[config.mk]
export PLATFORM = sky130hd
export DESIGN_NAME = lcd_bus_receiver
export DESIGN_NICKNAME = d
export VERILOG_FILES = /design/src/rtl/lcd_bus_pkg.sv /design/src/rtl/lcd_bus_sync.sv /design/src/rtl/lcd_bus_receiver.sv
export SDC_FILE = /design/constraint.sdc
export NUM_CORES = 1
export LEC_CHECK = 0
export ABC_AREA = 1
export BUFFER_PORTS_ARGS = -buffer_cell sky130_fd_sc_hd__clkbuf_2
export CAP_MARGIN = 0
export CORE_AREA = 10 10 178 180
export CTS_BUF_LIST = sky130_fd_sc_hd__clkbuf_8 sky130_fd_sc_hd__clkbuf_16
export DETAILED_ROUTE_END_ITERATION = 8
export DIE_AREA = 0 0 188 190
export SLEW_MARGIN = 10
export SYNTH_ARGS = -nofsm -noshare
export SYNTH_HDL_FRONTEND = slang
export SYNTH_HIERARCHICAL = 1
export SYNTH_SLANG_ARGS = --single-unit
[constraint.sdc]
create_clock -name clk -period 2.21 [get_ports clk]
set_input_delay 0.3315 -clock clk [delete_from_list [all_inputs] [get_ports clk]]
set_output_delay 0.3315 -clock clk [all_outputs]
set_load 0.02 [all_outputs]
[src/rtl/lcd_bus_pkg.sv]
// Shared opcodes and decoder state encoding for the 8080-style LCD write-bus receiver.
package lcd_bus_pkg;

    localparam logic [7:0] CMD_NOP     = 8'h00;
    localparam logic [7:0] CMD_SWRESET = 8'h01;
    localparam logic [7:0] CMD_CASET   = 8'h2A;
    localparam logic [7:0] CMD_PASET   = 8'h2B;
    localparam logic [7:0] CMD_RAMWR   = 8'h2C;

    typedef enum logic [2:0] {
        IDLE,
        CASET,
        PASET,
        RAMWR_HI,
        RAMWR_LO,
        IGNORE
    } state_t;

endpackage

[src/rtl/lcd_bus_sync.sv]
// Two-flop synchronizer for the LCD bus plus rising-edge detect on the write strobe.
module lcd_bus_sync (
    input  logic       clk,
    input  logic       reset,
    input  logic [7:0] lcd_db,
    input  logic       lcd_wr,
    input  logic       lcd_d_c,
    input  logic       lcd_reset,
    output logic       byte_evt,
    output logic [7:0] byte_data,
    output logic       byte_dc,
    output logic       bus_rst
);

    logic [7:0] db_s1, db_s2;
    logic       wr_s1, wr_s2, wr_s3;
    logic       dc_s1, dc_s2;
    logic       rst_s1, rst_s2;

    // Strobe and bus-reset flops idle high so leaving reset never fakes an edge or a bus reset.
    always_ff @(posedge clk) begin
        if (reset) begin
            db_s1  <= '0;
            db_s2  <= '0;
            dc_s1  <= 1'b0;
            dc_s2  <= 1'b0;
            wr_s1  <= 1'b1;
            wr_s2  <= 1'b1;
            wr_s3  <= 1'b1;
            rst_s1 <= 1'b1;
            rst_s2 <= 1'b1;
        end else begin
            // NOTE: non-blocking assignments make every flop sample the pre-edge value, forming a real shift chain.
            db_s1  <= lcd_db;
            db_s2  <= db_s1;
            dc_s1  <= lcd_d_c;
            dc_s2  <= dc_s1;
            wr_s1  <= lcd_wr;
            wr_s2  <= wr_s1;
            wr_s3  <= wr_s2;
            rst_s1 <= lcd_reset;
            rst_s2 <= rst_s1;
        end
    end

    assign byte_evt  = wr_s2 & ~wr_s3;
    assign byte_data = db_s2;
    assign byte_dc   = dc_s2;
    assign bus_rst   = ~rst_s2;

endmodule

[src/rtl/lcd_bus_receiver.sv]
// Decodes the ILI9341 command subset (CASET/PASET/RAMWR/SWRESET) into a stream of RGB565 pixels with coordinates.
module lcd_bus_receiver
    import lcd_bus_pkg::*;
#(
    parameter int H_RES = 320,
    parameter int V_RES = 240
) (
    input  logic        clk,
    input  logic        reset,
    input  logic [7:0]  lcd_db,
    input  logic        lcd_wr,
    input  logic        lcd_d_c,
    input  logic        lcd_reset,
    output logic        pix_valid,
    output logic [15:0] pix_x,
    output logic [15:0] pix_y,
    output logic [15:0] pix_rgb,
    output logic        frame_done,
    output logic        unk_cmd,
    output logic        byte_err,
    output logic [7:0]  last_cmd
);

    localparam logic [15:0] EC_RST = 16'(H_RES - 1);
    localparam logic [15:0] EP_RST = 16'(V_RES - 1);

    logic       byte_evt, byte_dc, bus_rst;
    logic [7:0] byte_data;

    lcd_bus_sync u_sync (
        .clk       (clk),
        .reset     (reset),
        .lcd_db    (lcd_db),
        .lcd_wr    (lcd_wr),
        .lcd_d_c   (lcd_d_c),
        .lcd_reset (lcd_reset),
        .byte_evt  (byte_evt),
        .byte_data (byte_data),
        .byte_dc   (byte_dc),
        .bus_rst   (bus_rst)
    );

    state_t      state, state_n;
    logic [15:0] sc, ec, sp, ep, sc_n, ec_n, sp_n, ep_n;
    logic [15:0] cur_x, cur_y, cur_x_n, cur_y_n;
    logic [7:0]  hi, hi_n;
    logic [1:0]  cnt, cnt_n;
    logic [23:0] arg, arg_n;
    logic        pix_valid_n, frame_done_n, unk_cmd_n, byte_err_n;
    logic [15:0] pix_x_n, pix_y_n, pix_rgb_n;
    logic [7:0]  last_cmd_n;
    logic        x_last, y_last;

    // Bus reset shares the full reset path; the synchronizer itself is only cleared by reset.
    always_ff @(posedge clk) begin
        if (reset || bus_rst) begin
            state      <= IDLE;
            sc         <= '0;
            ec         <= EC_RST;
            sp         <= '0;
            ep         <= EP_RST;
            cur_x      <= '0;
            cur_y      <= '0;
            hi         <= '0;
            cnt        <= '0;
            arg        <= '0;
            pix_valid  <= 1'b0;
            pix_x      <= '0;
            pix_y      <= '0;
            pix_rgb    <= '0;
            frame_done <= 1'b0;
            unk_cmd    <= 1'b0;
            byte_err   <= 1'b0;
            last_cmd   <= '0;
        end else begin
            state      <= state_n;
            sc         <= sc_n;
            ec         <= ec_n;
            sp         <= sp_n;
            ep         <= ep_n;
            cur_x      <= cur_x_n;
            cur_y      <= cur_y_n;
            hi         <= hi_n;
            cnt        <= cnt_n;
            arg        <= arg_n;
            pix_valid  <= pix_valid_n;
            pix_x      <= pix_x_n;
            pix_y      <= pix_y_n;
            pix_rgb    <= pix_rgb_n;
            frame_done <= frame_done_n;
            unk_cmd    <= unk_cmd_n;
            byte_err   <= byte_err_n;
            last_cmd   <= last_cmd_n;
        end
    end

    assign x_last = (cur_x >= ec);
    assign y_last = (cur_y >= ep);

    always_comb begin
        // NOTE: every output of this block is defaulted first so no path leaves one unassigned and infers a latch.
        state_n      = state;
        sc_n         = sc;
        ec_n         = ec;
        sp_n         = sp;
        ep_n         = ep;
        cur_x_n      = cur_x;
        cur_y_n      = cur_y;
        hi_n         = hi;
        cnt_n        = cnt;
        arg_n        = arg;
        pix_valid_n  = 1'b0;
        pix_x_n      = pix_x;
        pix_y_n      = pix_y;
        pix_rgb_n    = pix_rgb;
        frame_done_n = 1'b0;
        unk_cmd_n    = 1'b0;
        byte_err_n   = 1'b0;
        last_cmd_n   = last_cmd;

        if (byte_evt && !byte_dc) begin
            last_cmd_n = byte_data;
            cnt_n      = 2'd0;
            case (byte_data)
                CMD_CASET: state_n = CASET;
                CMD_PASET: state_n = PASET;
                CMD_RAMWR: begin
                    state_n = RAMWR_HI;
                    cur_x_n = sc;
                    cur_y_n = sp;
                end
                CMD_SWRESET: begin
                    state_n = IDLE;
                    sc_n    = '0;
                    ec_n    = EC_RST;
                    sp_n    = '0;
                    ep_n    = EP_RST;
                end
                CMD_NOP: state_n = IDLE;
                default: begin
                    state_n   = IGNORE;
                    unk_cmd_n = 1'b1;
                end
            endcase
        end else if (byte_evt) begin
            case (state)
                IDLE: byte_err_n = 1'b1;
                CASET, PASET: begin
                    cnt_n = cnt + 2'd1;
                    case (cnt)
                        2'd0: arg_n[23:16] = byte_data;
                        2'd1: arg_n[15:8]  = byte_data;
                        2'd2: arg_n[7:0]   = byte_data;
                        default: begin
                            // Window registers change only once all four bytes have arrived.
                            state_n = IDLE;
                            if (state == CASET) begin
                                sc_n = arg[23:8];
                                ec_n = {arg[7:0], byte_data};
                            end else begin
                                sp_n = arg[23:8];
                                ep_n = {arg[7:0], byte_data};
                            end
                        end
                    endcase
                end
                RAMWR_HI: begin
                    hi_n    = byte_data;
                    state_n = RAMWR_LO;
                end
                RAMWR_LO: begin
                    pix_valid_n  = 1'b1;
                    pix_x_n      = cur_x;
                    pix_y_n      = cur_y;
                    pix_rgb_n    = {hi, byte_data};
                    frame_done_n = x_last && y_last;
                    state_n      = RAMWR_HI;
                    if (x_last) begin
                        cur_x_n = sc;
                        cur_y_n = y_last ? sp : cur_y + 16'd1;
                    end else begin
                        cur_x_n = cur_x + 16'd1;
                    end
                end
                default: ;
            endcase
        end
    end

endmodule

Word-level counts from Yosys, hierarchy flattened
Index checks and enable logic that the tools add are counted.
{ "word_totals": {"out_inout_bits": 60, "inputBits": 13, "register_bits": 216, "elab_cells": 129} }
{ "op_classes": {"order_cmp": 2, "mux": 42, "n_eq_ne": 15, "reduce_logical": 32, "n_bitwise": 6, "n_addsub": 3} }
{ "op_table": {"columns": ["operator", "count"], "rows": [
  ["$mux 16", 34],
  ["$add 16x1->16 const B", 2],
  ["$ge 16x16->1", 2],
  ["$eq 8x6->1 const B", 3],
  ["$reduce_and 4->1", 4],
  ["$pmux 3 s4", 1],
  ["$reduce_and 3->1", 4],
  ["$reduce_and 5->1", 2],
  ["$reduce_bool 2->1", 5],
  ["$mux 3", 3],
  ["$pmux 3 s3", 1],
  ["$eq 8x1->1 const B", 1],
  ["$logic_not 8->1", 1],
  ["$reduce_or 2->1", 4],
  ["$eq 3x2->1 const B", 2],
  ["$ne 2x1->1 const B", 3],
  ["$reduce_or 3->1", 2],
  ["$not 1->1", 5],
  ["$reduce_or 5->1", 1],
  ["$reduce_bool 4->1", 1],
  ["$reduce_or 4->1", 1],
  ["$eq 3x1->1 const B", 1],
  ["$eq 3x3->1 const B", 1],
  ["$logic_not 3->1", 1],
  ["other kinds (12)", 15]
]} }

Longest topological paths before layout
Gate-level depths: netlist (run 1).
{ "logic_depth": {"depth_word": 6, "mapped_depth": 16, "depth_no_buf": 16} }

Modules after synthesis
The synthesis (run 1) kept the hierarchy.
{ "modules_own_cells": {"columns": ["module", "n_inst", "cells_each", "area_per_inst_um2", "seq_area_each_um2"], "rows": [
  ["lcd_bus_receiver", 1, 1240, 9028.7, 3863.7],
  ["lcd_bus_sync", 1, 74, 670.6, 460.4]
]} }

Worst setup path before layout (run 1)
Ideal clock, no wire load.
{ "synth_timing": {"path_type": "register to register", "startpoint": "register ec[15]", "endpoint": "register cur_y[11]", "stages_incl_launch_ff": 12, "synth_period_minus_slack_ns": 1.897, "path_slack_ns": 0.313, "setup_time_ns": 0.117, "arrival_time_ns": 1.780, "cell_sequence": "dfxtp_1 -> inv_1 -> ha_1 -> a21oi_1 -> o21ai_0 -> nor2_2 -> nand2_1 -> nand2_1 -> nand2_1 -> buf_4 -> o21ai_0 -> nor2_1"} }
{ "synth_between": {"elab_chain_cells": 3} }
{ "synth_lines": {"columns": ["element", "line", "rtl"], "rows": [
  ["start, declared", "lcd_bus_receiver.sv:44", "logic [15:0] sc, ec, sp, ep, sc_n, ec_n, sp_n, ep_n;"],
  ["start signal, assigned", "lcd_bus_receiver.sv:78", "ec <= ec_n;"],
  ["$ge 16x16->1", "lcd_bus_receiver.sv:97", "assign x_last = (cur_x >= ec);"],
  ["$reduce_bool 2->1 (no line)", null, null],
  ["$reduce_and 4->1 (no line)", null, null],
  ["end signal, assigned", "lcd_bus_receiver.sv:82", "cur_y <= cur_y_n;"],
  ["end, declared", "lcd_bus_receiver.sv:45", "logic [15:0] cur_x, cur_y, cur_x_n, cur_y_n;"]
]} }
Every way passes these cells.
A chain may end at the register's enable or synchronous reset.

Worst setup path in the final report (run 1)
{ "layout_timing": {"startpoint": "register cur_x[0]", "endpoint": "register cur_x[0]"} }
{ "layout_between": {"elab_chain_cells": 5, "elab_cells_between_ends": 6, "cone_classes": "1 x add/sub; 1 x order compare; 4 x mux"} }
{ "layout_lines": {"columns": ["element", "line", "rtl"], "rows": [
  ["start, declared", "lcd_bus_receiver.sv:45", null],
  ["start signal, assigned", "lcd_bus_receiver.sv:81", "cur_x <= cur_x_n;"],
  ["$add 16x1->16 / $ge 16x16->1 (equally long branches)", "lcd_bus_receiver.sv:182, lcd_bus_receiver.sv:97", null],
  ["$mux 16 *", "lcd_bus_receiver.sv:178", "if (x_last) begin"],
  ["$mux 16 *", "lcd_bus_receiver.sv:146", "case (state)"],
  ["$mux 16 *", "lcd_bus_receiver.sv:145", "end else if (byte_evt) begin"],
  ["$mux 16 *", "lcd_bus_receiver.sv:121", "if (byte_evt && !byte_dc) begin"]
]} }
Every way passes the cells marked *; elsewhere a longest branch is shown, timed or not. The select of a mux whose other input is x is not followed.

==> results of run 1 <==
cell type report:
| type | instances | area, um2 |
|---|---|---|
| repair buffers | 116 | 723 |
| fillers | 2983 | 16900 |
| clock inverters | 13 | 114 |
| well taps | 384 | 480 |
| multi-input cells | 853 | 4380 |
| flip-flops and latches | 216 | 4330 |
| inverters | 181 | 679 |
| clock buffers | 28 | 644 |
per-layer routing:
metal | wire length, um | vias up
met5 | 0 | -
met4 | 420 | 0
met3 | 1050 | 35
met2 | 13100 | 165
met1 | 11300 | 3923
li1 | - | 4406
critical path: stages, from the launching register on:
cell,delay (ns)
dfxtp_1,0.40
inv_1,0.10
ha_1,0.28
nand4_1,0.10
nor2_1,0.05
nor2_1,0.07
nand2_1,0.08
nand2_2,0.13
nand3_2,0.20
buf_4,0.24
nand2_1,0.06
nand2_1,0.06
o21bai_1,0.14
inv_1,0.05
report_power, final:
part | internal [mW] | switching, mW
clock | 2.29 | 1.56
combinational | 0.0666 | 0.173
sequential | 3.91 | 0.0193
what timing repair did:
action	in CTS	in global routing
pin swaps	0	1
resized for setup	1	5
setup buffers	0	1
gates cloned	0	0
endpoints found under the hold margin	3	0
hold buffers	3	0
setup endpoints to repair	15	24
kinds of logic after synthesis:
| family | Yosys count | synth area share [%] |
|---|---|---|
| buf+inv | 245 | 10.3 |
| fa+ha+maj | 38 | 4.90 |
| compound gates | 300 | 16.1 |
| simple gates | 495 | 22.3 |
| xor+xnor | 20 | 1.81 |
| flops | 216 | 44.6 |
per-stage QoR:
step | worst slack, ns | instances | util [%] | total power, mW | hold slack (ns)
after floorplan | 0.313 | 1314 | - | 4.17 | 0.387
after global placement | 0.00327 | 1746 | 37.3 | 4.25 | 0.391
after detailed placement | -0.0652 | 1746 | 37.3 | 4.26 | 0.393
after CTS | 0.0481 | 1790 | 40.1 | 8.11 | 0.000135
after global routing | -0.0212 | 1791 | 40.2 | 8.29 | 0.0187
final | 0.160 | 1791 | 40.2 | 8.03 | 0.0113
sequential cells by signal, indices dropped and copies added (netlist names), 2 cells and up:
signal and cells:
pix_x 16, cur_x 16, cur_y 16, sc 16
last_cmd 8, cnt 2, ep 16, pix_y 16
sp 16, hi 8, state 3, pix_rgb 16
u_sync/db_s1 8, u_sync/byte_data 8, ec 16, arg 24
cell usage after synthesis, types with 2 or more instances:
cell | count | share of area (%)
nand2_1 | 244 | 9.4
dfxtp_1 | 216 | 45
inv_1 | 174 | 6.7
a21oi_1 | 141 | 7.3
o21ai_0 | 138 | 7.1
nor2_1 | 115 | 4.5
nand3_1 | 79 | 4.1
ha_1 | 38 | 4.9
clkbuf_1 | 31 | 1.2
nand4_1 | 31 | 2.0
buf_2 | 22 | 1.1
xor2_1 | 12 | 1.1
xnor2_1 | 8 | 0.72
inv_2 | 7 | 0.27
o21ai_1 | 7 | 0.36
o211ai_1 | 6 | 0.46
nor3_1 | 5 | 0.26
buf_4 | 4 | 0.31
buf_6 | 4 | 0.46
nor2_4 | 4 | 0.46
nand2_2 | 3 | 0.19
nand2_4 | 3 | 0.35
nor2_2 | 3 | 0.19
nor3_2 | 3 | 0.31
buf_1 | 2 | 0.077
nand3_2 | 2 | 0.21
o21a_1 | 2 | 0.15
worst max path at each step:
stage,startpoint,end,depth (start not counted)
final,cur_x[0]$_SDFFE_PP0P_,cur_x[0]$_SDFFE_PP0P_,13
after global routing,cur_x[0]$_SDFFE_PP0P_,cur_y[1]$_SDFFE_PP0P_,12
after CTS,cur_x[0]$_SDFFE_PP0P_,cur_y[14]$_SDFFE_PP0P_,11
after detailed placement,cur_x[0]$_SDFFE_PP0P_,cur_y[4]$_SDFFE_PP0P_,12
after global placement,ec[7]$_SDFFE_PP0P_,cur_y[11]$_SDFFE_PP0P_,14
after floorplan,ec[15]$_SDFFE_PP0P_,cur_y[11]$_SDFFE_PP0P_,11
==> metrics.md, run 1 <==
| Metric | Value |
|---|---|
| Post-synthesis cell area | 9700 um2 |
| Peak-usage layer in the global routing report | met2 |
| Worst path required time | 2.61 ns |
| Category of the critical setup timing path | flop to flop |
| Grt met1 use | 17.3% |
| R2R Path End | cur_x[0]$_SDFFE_PP0P_ |
| Number of DRC markers in iteration 0 | between 400 and 500 |
| Wire length of the first global-routing pass | approximately 42 mm |
| Fin crit share | 92.8% |
| Via count of the first global-routing pass | 8287 |
| Maximum clock path buffer count | 3 |
| Aggregate global routing overflow | 0 |
| Layout area overhead | 17.0% |
| Die Height | 190 um |
| Layout Skew | 0.00919 ns |
| Post-route setup TNS | 0 ns |
| Setup repair after global routing missed its margin | true |
| Antenna diode instance count | 0 |
| Cell variety after synth | 37 |
| Ys flop type | dfxtp_1 |
| DR WL/cell | 14.5 um |
| Detailed-placement wirelength estimate | 18.5 mm |
| Placement Rows | 62 |
| P_leak | 4.90 nW |
| Share of cells above drive strength 1 | 12.9% |
| Count of vias placed by the detailed router | 8529 |
| Met3 GRT Util | ~2% |
| Die boundary width | between 150 and 200 um |
| Number of cells traversed by the worst register-to-register path | 13 |
| End point of the worst hold path | u_sync/wr_s1$_SDFF_PP1_ |
| Root buffer cell | clkbuf_16 |
| Clock period minus final worst setup slack | between 2 and 2.5 ns |
| Clock slew seen by the registers of the worst setup and hold paths | 0.06 ns |
| Leading cell types in the layout, fill and taps excluded | 243 x nand2_1, 214 x dfxtp_1, 180 x inv_1, 141 x a21oi_1, 136 x o21ai_0 |
| DR pass1 iterations | 6 |
| Commonest non-fill, non-tap cell in the layout | nand2_1 |
| Hold/Removal Path Class | input port to flop |
| Post-synth EDFFs | 0 |
| Worst hold stages | 3 |
| Average via count per standard cell | 4.76 |
| Post-synthesis area per instance | ~7.4 um2 |
| Count of pins on the block boundary | 73 |
| Portion of the post-synthesis area used by sequential elements | 44.6% |
| Source of the worst register-to-register timing path | cur_x[0]$_SDFFE_PP0P_ |
| Effective utilization at floorplan | 34.3% |
| Max-cap viol count | 0 |
| Cell area reported after detailed placement | 10500 um2 |
| Fraction of registers with async set/reset | 0% |
| VDD IR-drop max | 440 uV |
| Max Clock Freq | 488 MHz |
| Least-Margin Pin Slew | 0.611 ns |
| Routed Antenna Nets | 0 |
| Clock tree from TritonCTS | built |
| Max Fanout on Critical Path | 8 |
| Number of sinks on the clock net | 216 |
| GRT Util Overall | 14.1% |
| Full die area | 35700 um2 |
| Startpoint of the tightest hold check path | lcd_wr |
| Met2 Use GR | between 20% and 30% |
| Critical path arrival | 2.45 ns |
| Residual DRC count | 0 |
| Worst max-slew margin expressed relative to the limit | 59.2% |
| Total Wirelength | approximately 26 mm |
| Setup violations, final | 0 |
| Slack of the worst reg-to-reg path | 0.16 ns |
| Final standard cell area without fillers | 11400 um2 |
| Worst-skew pair later-pin latency | 0.50 ns |
| Startpoint types | flop |
| Count of yosys warnings during synthesis | 6 |
| Clock buffers created by TritonCTS | 23 |
| Critical Path Sink Type | flop |
| Gp weighted congestion | 0.857 |
| Mapped Nets | 1365 |
| PwrDens | 707 nW/um2 |
| Final hold viol count | 0 |
| Core region area | 28200 um2 |
| Max Transition Viols Final | 0 |
| Gate count of the mapped netlist | 1314 |
| Status | finished, final reports clean |
| H-Tree Depth | 1 |
| Initial antenna violation count | 0 |
| Net count, final | 1442 |
| Post-synthesis sequential element count | 216 |
| Pin count of the biggest net entering global routing | 132 |
| Buffers on Ports | 72 |
Note: power is estimated with default switching activity, not from simulation.
==> run 2, diff against run 1 <==
--- a/config.mk
+++ b/config.mk
@@ -8,11 +8,10 @@
 export ABC_AREA = 1
 export BUFFER_PORTS_ARGS = -buffer_cell sky130_fd_sc_hd__clkbuf_2
 export CAP_MARGIN = 0
-export CORE_AREA = 10 10 178 180
+export CORE_AREA = 10 10 152 210
 export CTS_BUF_LIST = sky130_fd_sc_hd__clkbuf_8 sky130_fd_sc_hd__clkbuf_16
 export DETAILED_ROUTE_END_ITERATION = 8
-export DIE_AREA = 0 0 188 190
-export SLEW_MARGIN = 10
+export DIE_AREA = 0 0 162 220
 export SYNTH_ARGS = -nofsm -noshare
 export SYNTH_HDL_FRONTEND = slang
 export SYNTH_HIERARCHICAL = 1
==> run 2 against run 1 <==
  * Critical path depth increased by 2
  * Clock power increased by 10%
  * Combinational power increased by 9.2%
  * Worst hold slack improved by 0.0083 ns
  * Final area increased by 3.0%
  * Clock skew increased by 0.0025 ns
  * Clock-buffer cell count increased by 5
  * Die area decreased by 0.22%
  * Highest routed layer unchanged
==> metrics.md, run 2 (synthesis results as in run 1) <==
| Metric | Value |
|---|---|
| Status | finished, final reports clean |
| Area taken by flip-flops and latches | 4320 um2 (about the same) |
| Share of cells above drive strength 1 | 14.1% (+1.2 points) |
| Maximum clock path buffer count | 3 (unchanged) |
| Effective utilization at floorplan | 34.5% (+0.13 points) |
| CP bufs+invs | 3 (unchanged) |
| Max Fanout on Critical Path | 16 (+8) |
| Clock slew seen by the registers of the worst setup and hold paths | 0.06 ns (about the same) |
| Multi-input combinational cell area | 4390 um2 (+0.11%) |
| Least-Margin Pin Slew | 0.516 ns (-0.0945 ns) |
| Full die area | 35600 um2 (-0.22%) |
| Clock period minus final worst setup slack | 1.99 ns (-0.0561 ns) |
| Worst-skew pair later-pin latency | 0.51 ns (about the same) |
| Switching power total | 1.78 mW (+1.5%) |
| Clock tree from TritonCTS | built |
| Clock buffers created by TritonCTS | 24 (+4.3%) |
| Layout Skew | 0.0117 ns (+0.00247 ns) |
| Fin crit share | 90.2% (-2.5 points) |
| Worst path most repeated cell | nand2_1 |
| Detailed-placement wirelength estimate | 18.5 mm (-0.21%) |
| Core region area | 28100 um2 (-0.37%) |
| Flop pwr share | 46.6% (-2.4 points) |
| Commonest non-fill, non-tap cell in the layout | nand2_1 |
| CP max stage cell | dfxtp_1 |
| Setup slack after layout | 0.216 ns (+0.0561 ns) |
| Count of vias placed by the detailed router | 8567 (+0.45%) |
| Total Wirelength | 25.5 mm (-1.4%) |
| Net count, final | 1462 (+1.4%) |
| Die Height | 220 um (+16%) |
| Worst path required time | 2.61 ns (about the same) |
| Max-cap viol count | 0 (unchanged) |
| Number of sinks on the clock net | 216 (unchanged) |
| Number of DRC markers in iteration 0 | 597 (+28%) |
| Max Transition Viols Final | 0 (unchanged) |
| P_leak | 5.08 nW (+3.7%) |
| Share of power burned in the clock network | 50.3% (+2.3 points) |
| Tightest hold margin | 0.0196 ns (+0.00829 ns) |
| Total power consumption of the routed design | 8.44 mW (+5.1%) |
| VDD IR-drop max | 530 uV (+21%) |
| Critical path arrival | 2.39 ns (-0.06 ns) |
| Startpoint types | flop |
| Gp weighted congestion | 0.856 (-0.12%) |
| Largest register by flop count | arg |
| Via count of the first global-routing pass | 8188 (-1.2%) |
| Layout area overhead | 20.5% |
| Setup violations, final | 0 (unchanged) |
| Die boundary width | 162 um (-14%) |
| DR pass1 iterations | 5 (-1) |
| H-Tree Depth | 1 (unchanged) |
| Top delay family on crit path | simple AND/OR/NAND/NOR gates |
| Aggregate global routing overflow | 0 (unchanged) |
| Post-Place Setup Slack | 0.112 ns (+0.177 ns) |
| Leading cell types in the layout, fill and taps excluded | 242 x nand2_1, 216 x dfxtp_1, 178 x inv_1, 141 x a21oi_1, 136 x o21ai_0 |
| Part of the total power dissipated in combinational logic | 3.1% (about the same) |
| Initial antenna violation count | 0 (unchanged) |
| DR WL/cell | 14.2 um (-2.1%) |
| Pin count of the biggest net entering global routing | 61 (-54%) |
| Average via count per standard cell | 4.75 (-0.28%) |
| Sequence of cells on the critical path | inv_1 > ha_1 > nand2_1 > inv_1 > nand2_1 > nand2_1 > nor2_2 > nand2_2 > nand2_4 > nand2_2 > nand2_1 > nand2_1 > buf_12 > o21ai_0 > nor2_1 |
| Worst max-slew margin expressed relative to the limit | 65.5% (+6.3 points) |
| Max Clock Freq | 501 MHz (+2.8%) |
| GRT Util Overall | 13.9% (-0.29 points) |
| CP max stage delay | 0.33 ns (-0.07 ns) |
| Setup repair after global routing missed its margin | false |
| Max FFs per register | 24 (unchanged) |
| Antenna diode instance count | 0 (unchanged) |
| Residual DRC count | 0 (unchanged) |
| Count of pins on the block boundary | 73 (unchanged) |
| Wire length of the first global-routing pass | 41.5 mm (-1.8%) |
| PwrDens | 722 nW/um2 (+2.1%) |
| Buffers on Ports | 72 (unchanged) |
| Post-route setup TNS | 0 ns (unchanged) |
| Routed Antenna Nets | 0 (unchanged) |
| Hold/Removal Path Class | input port to flop |
| Critical Path Sink Type | flop |
| Placement Rows | 73 (+18%) |
| Final hold viol count | 0 (unchanged) |
| Int Power | 6.66 mW (+6.2%) |
| Switching power as a share of total power | 21.1% (-0.75 points) |
| Root buffer cell | clkbuf_16 |
| Category of the critical setup timing path | flop to flop |
| FILL cells | 2939 (-1.5%) |
==> run 2: cell count changes in the layout (fill, tap and decap cells not counted), moves of 2 or more <==
cell	before	now
dfxtp_2	2	0
clkbuf_8	5	8
clkbuf_16	23	25
buf_12	2	9
dfxtp_1	214	216
inv_1	180	178
dlygate4sd3_1	3	7
buf_4	39	47
==> run 2: worst paths after layout <==
path	slack (ns)	to	depth (start not counted)	from
worst max-delay path	0.22	cur_y[11]$_SDFFE_PP0P_	15	ec[7]$_SDFFE_PP0P_
worst min-delay path	0.02	u_sync/db_s1[3]$_SDFF_PP0_	3	lcd_db[3]
worst max register to register	0.22	cur_y[11]$_SDFFE_PP0P_	15	ec[7]$_SDFFE_PP0P_
worst min register to register	0.40	u_sync/byte_data[0]$_SDFF_PP0_	2	u_sync/db_s1[0]$_SDFF_PP0_
==> run 2: power by group through the flow <==
stage                     logic [mW]  registers [mW]  clock network (mW)
after global routing           0.290            3.93                4.51
after global placement         0.250            4.02                   0
after floorplan                0.157            4.01                   0
after detailed placement       0.251            4.02                   0
final                          0.262            3.93                4.25
after CTS                      0.262            3.93                4.34
==> run 2: layout make-up <==
type                            instances  area share (%)
Clock buffer                           33            6.29
Sequential cell                       216            37.0
Tap cell                              375            4.01
Clock inverter                         11            1.10
Multi-Input combinational cell        853            37.5
Inverter                              181            5.81
Timing Repair Buffer                  135            8.24
==> run 2: per-stage QoR <==
stage / std cells / cell area [um2] / utilization [%]
after floorplan: 1314 / 9700 / -
after global placement: 1752 / 10700 / 38.1
after detailed placement: 1752 / 10700 / 38.1
after CTS: 1803 / 11700 / 41.4
after global routing: 1804 / 11700 / 41.6
final: 1804 / 11700 / 41.6
==> run 2: repair_timing <==
item / CTS / global route
setup endpoints to repair: 0 / 17
setup buffers: 0 / 1
hold endpoints to repair: 7 / 0
resized for setup: 0 / 6
hold buffers: 7 / 0
==> run 2: layer usage <==
metal  wire length (um)  share of wire, %  vias up  GRT usage, %
li1                   -                 -     4442             -
met1              11500                45     3877          17.9
met2              12000                47      210          23.2
met3               1430               5.6       38          2.33
met4                544               2.1        0          3.95
met5                  0                 0        -             0
==> run 2: tightest hold or removal path: stages <==
cell	delay [ns]
clkbuf_2	0.08
inv_1	0.04
nor2_1	0.03
